<file path="src/rtl/mask_builder_pkg.sv">
// rtl/mask_builder_pkg.sv - shared types and defaults for the index-to-mask builder
package mask_builder_pkg;

    localparam int DEF_WIDTH = 8;
    localparam int DEF_IDX_W = $clog2(DEF_WIDTH);

    typedef enum logic {
        COLLECT = 1'b0,
        EMIT    = 1'b1
    } state_t;

endpackage

</file>
<file path="src/rtl/mask_builder_idx_decoder.sv">
// rtl/mask_builder_idx_decoder.sv - combinational index to one-hot decoder with range check
module idx_decoder
    import mask_builder_pkg::*;
#(
    parameter int WIDTH = DEF_WIDTH,
    parameter int IDX_W = DEF_IDX_W
) (
    input  logic [IDX_W-1:0] idx,
    output logic [WIDTH-1:0] onehot,
    output logic             in_range
);

    // Out-of-range indices only exist for non-power-of-2 widths; they decode to zero.
    always_comb begin
        in_range = ({1'b0, idx} < (IDX_W+1)'(WIDTH));
        onehot   = in_range ? (WIDTH'(1) << idx) : '0;
    end

endmodule

</file>
<file path="src/rtl/mask_builder.sv">
// rtl/mask_builder.sv - accumulates index beats into a mask; MASK_BUILDER_DUP_ERR_EN adds out_dup
module mask_builder
    import mask_builder_pkg::*;
#(
    parameter int WIDTH = DEF_WIDTH,
    parameter int IDX_W = $clog2(WIDTH)
) (
    input  logic             clk,
    input  logic             reset,
    input  logic             in_valid,
    output logic             in_ready,
    input  logic [IDX_W-1:0] in_idx,
    input  logic             in_last,
    output logic             out_valid,
    input  logic             out_ready,
    output logic [WIDTH-1:0] out_mask,
    output logic [IDX_W:0]   out_count
`ifdef MASK_BUILDER_DUP_ERR_EN
    ,
    output logic             out_dup
`endif
);

    state_t           state;
    logic [WIDTH-1:0] acc;
    logic [IDX_W:0]   count;
    logic [WIDTH-1:0] onehot;
    logic             in_range;
    logic             is_new;
    logic [WIDTH-1:0] next_acc;
    logic [IDX_W:0]   next_count;

    idx_decoder #(
        .WIDTH (WIDTH),
        .IDX_W (IDX_W)
    ) u_dec (
        .idx      (in_idx),
        .onehot   (onehot),
        .in_range (in_range)
    );

    always_comb begin
        is_new     = in_range && ((onehot & acc) == '0);
        next_acc   = acc | onehot;
        next_count = count + {{IDX_W{1'b0}}, is_new};
    end

`ifdef MASK_BUILDER_DUP_ERR_EN
    logic dup_seen;
    logic dup_hit;

    always_comb begin
        dup_hit = in_range && ((onehot & acc) != '0);
    end

    always_ff @(posedge clk) begin
        if (reset) begin
            dup_seen <= 1'b0;
            out_dup  <= 1'b0;
        end else if (state == COLLECT && in_valid) begin
            dup_seen <= dup_seen | dup_hit;
            if (in_last) begin
                out_dup <= dup_seen | dup_hit;
            end
        end else if (state == EMIT && out_ready) begin
            dup_seen <= 1'b0;
            out_dup  <= 1'b0;
        end
    end
`endif

    // in_ready/out_valid are registered copies of the state so no input reaches them combinationally.
    always_ff @(posedge clk) begin
        if (reset) begin
            state     <= COLLECT;
            acc       <= '0;
            count     <= '0;
            out_mask  <= '0;
            out_count <= '0;
            in_ready  <= 1'b1;
            out_valid <= 1'b0;
        end else begin
            case (state)
                COLLECT: begin
                    if (in_valid) begin
                        acc   <= next_acc;
                        count <= next_count;
                        if (in_last) begin
                            out_mask  <= next_acc;
                            out_count <= next_count;
                            state     <= EMIT;
                            in_ready  <= 1'b0;
                            out_valid <= 1'b1;
                        end
                    end
                end
                EMIT: begin
                    if (out_ready) begin
                        acc       <= '0;
                        count     <= '0;
                        state     <= COLLECT;
                        in_ready  <= 1'b1;
                        out_valid <= 1'b0;
                    end
                end
                default: begin
                    state     <= COLLECT;
                    in_ready  <= 1'b1;
                    out_valid <= 1'b0;
                end
            endcase
        end
    end

endmodule

</file>
<file path="config.mk">
export PLATFORM = sky130hd
export DESIGN_NAME = mask_builder
export DESIGN_NICKNAME = d
export VERILOG_FILES = /design/src/rtl/mask_builder_pkg.sv /design/src/rtl/mask_builder_idx_decoder.sv /design/src/rtl/mask_builder.sv
export SDC_FILE = /design/constraint.sdc
export NUM_CORES = 1
export LEC_CHECK = 0
export CORE_UTILIZATION = 50
export DETAILED_ROUTE_END_ITERATION = 6
export HOLD_SLACK_MARGIN = 0.1
export PLACE_DENSITY_LB_ADDON = 0.3
export SLEW_MARGIN = 40
export SYNTH_ARGS = -nofsm -noshare
export SYNTH_HDL_FRONTEND = slang
export SYNTH_SLANG_ARGS = --single-unit
</file>
<file path="constraint.sdc">
create_clock -name clk -period 3.5 [get_ports clk]
set_input_delay 0.35 -clock clk [delete_from_list [all_inputs] [get_ports clk]]
set_output_delay 0.35 -clock clk [all_outputs]
set_load 0.03 [all_outputs]
</file>
==> impl_metrics.toml <==
[status]
status = "finished clean"

[power_and_ir_drop]
p_switching_uw = 170.5
power.total_uw = 592.0
seq_power_share = 0.570
ir_worst_vdd_mv = 0.2892
comb_power_share = 0.200
p_sw_frac = 0.2881
p_clk_frac = 0.230
power_density_nw_per_um2 = 418.0
p_int_uw = 421.5
power_leakage_nw = 0.5354

[synthesis]
ys_seq_elements = 27
yosys-top-cells-area = "dfxtp_1, nor2_1, nor3_1, nand2_1, mux2i_1"
synthCells = 129
synth_edf_count = 0
synthFlopType = "dfxtp_1"
yosys-top-cells-count = "dfxtp_1, nor2_1, nand2_1, nor3_1, a21oi_1"
async_flop_share = 0
synth_seq_area_share = 0.4481
synth_fp_nets = 139
synth_top_area_frac = 0.4481
yosys.cell_count.top_type = "dfxtp_1"
synthesis.area_um2 = 1206
synth_largest_area_cell = "dfxtp_1"
synth.distinct_cells = 32
avgSynthCellArea_um2 = 9.350
synth-warning-count = 0

[global_routing]
grt_max_degree = 20
antenna_found_initial = 0
grt_pass1_vias = 898
grt_pass1_wl_mm = 3.946
overflow = 0
grt_usage = 0.2072

[cells_and_area]
drive_gt1_frac = 0.05556
syn_to_final_growth_pct = 17.43
fin_area_um2 = 1416
utilization = 0.6342
antennaDiodeCount = 0
layout.nets = 155
final_cells = 172

[floorplan]
fp-row-count = 17
initial_utilization = 0.5401
die_h_um = 51.12
die_area_um2 = 2613
die_x_um = 51.12
io_pins = 22
coreArea_um2 = 2233

[sta]
hold_viol_final = 0
setup_viol = 0
slew_headroom = 0.4630
finalCriticalPeriod_ns = 2.293
rsz0062_at_grt = "no"
worstMarginPinSlew_ns = 0.8030
layout_setup_ws_ns = 1.207
fmax_mhz = 436.2
whs_ns = 0.4538
drv_slew = 0
finalCritPeriodShare = 0.6551
skew_ns = 0.001357
tns_ns = 0

[clock_network]
clock_latency_ns = 0.33
cts_tree = "yes"
htree_levels = 1
clk_pin_slew_ns = 0.14
post_cts_buffers = 0
clk_path_buf_depth = 2
root_buffer = "clkbuf_4"
cts_hold_buf = 0
ctsResizeCount = 0
cts_sinks = 27
numCtsBuffers = 3

[routing]
totalWireLength_mm = 2.375
drc_errors = 0
drt-initial-drc-count = 11
viasPerCell = 5.645
dr.pass1.iters = 4
detail-route-antenna-nets = 0
vias = 971
wl_per_cell_um = 13.81

[place]
dp_hpwl_mm = 1.660
routabilityCongestion = 0.8057
port_buffers = 21
dp_cells = 168
postPlaceCellArea_um2 = 1390
pre_cts_ws_ns = 0.8509

[worst_setup_path]
r2r_slack_ns = 1.60
worstPathArrival_ns = 2.50
r2r_start = "acc[1]"
required_ns = 3.71
endpoint_kind = "register"
path_max_fanout = 9
startpoint_type = "primary input"
criticalPathCategory = "primary input to register"
reg2reg_depth = 7
r2r-end = "count[1]"

[worst_hold_path]
hold_path_depth = 2
hold_class = "register to register"
min_from = "in_ready"
hold_end = "in_ready"

[run]
max_cap_violations = 0
==> layer usage <==
metal	vias to the layer above	global-route usage	wire length, um
met2	19	0.3684	1180
met5	-	0	0
li1	490	-	-
met1	457	0.2439	1067
met3	5	0.02679	82
met4	0	0.09722	44
==> critical path, cell delays in order <==
cell             delay [ns]
clkdlybuf4s50_1        0.64
mux4_1                 0.59
mux2i_1                0.16
ha_1                   0.19
ha_1                   0.24
mux2i_1                0.15
o22a_1                 0.15
nor2_1                 0.03
==> cell families after synthesis <==
family	Yosys count	synth area share
simple gates	54	0.2199
flops	27	0.4481
compound gates	25	0.1629
buf+inv	13	0.06017
mux	6	0.07366
xor+xnor	2	0.01453
fa+ha+maj	2	0.02074
==> registers in the layout (all words and copies together) (netlist names) <==
signal,cells
out_valid,1
out_count,4
in_ready,1
out_mask,8
acc,8
state,1
count,4
==> power groups by stage <==
stage / Clock, mW / Combinational, mW / Sequential, mW
finish: 0.136 / 0.118 / 0.338
global route: 0.151 / 0.128 / 0.341
CTS: 0.138 / 0.119 / 0.338
detailed placement: 0 / 0.118 / 0.344
global placement: 0 / 0.117 / 0.343
floorplan: 0 / 0.0636 / 0.362
==> layout by cell type (no fill, tap or decap), types with 3 or more instances in the layout <==
master / synthesis / routed
nand3b_1: 3 / 3
nand2_1: 11 / 11
a211oi_1: 4 / 4
a21oi_1: 6 / 6
mux2i_1: 4 / 4
a32o_1: 3 / 3
inv_1: 3 / 3
and3b_1: 3 / 3
clkbuf_4: 0 / 3
clkdlybuf4s50_1: 0 / 21
nor3_1: 11 / 11
dfxtp_1: 27 / 27
nor2b_1: 3 / 3
nor2_1: 19 / 19
==> how the worst max path moves through the flow <==
| stage | slack, ns | from | to |
|---|---|---|---|
| finish | 1.21 | in_idx[0] | count[1] |
| global route | 1.13 | in_idx[0] | count[1] |
| CTS | 1.21 | in_idx[0] | count[1] |
| detailed placement | 0.85 | in_idx[0] | count[1] |
| global placement | 0.91 | in_idx[0] | count[1] |
| floorplan | 1.56 | in_idx[0] | count[1] |
==> area by class of cell <==
cell class | instances | area, um2
fillers | 214 | 817.0
multi-input cells | 89 | 593.1
flip-flops and latches | 27 | 540.5
repair buffers | 21 | 210.2
well taps | 28 | 35.03
clock buffers | 4 | 26.28
inverters | 3 | 11.26
Power figures use the tool's default switching activity.
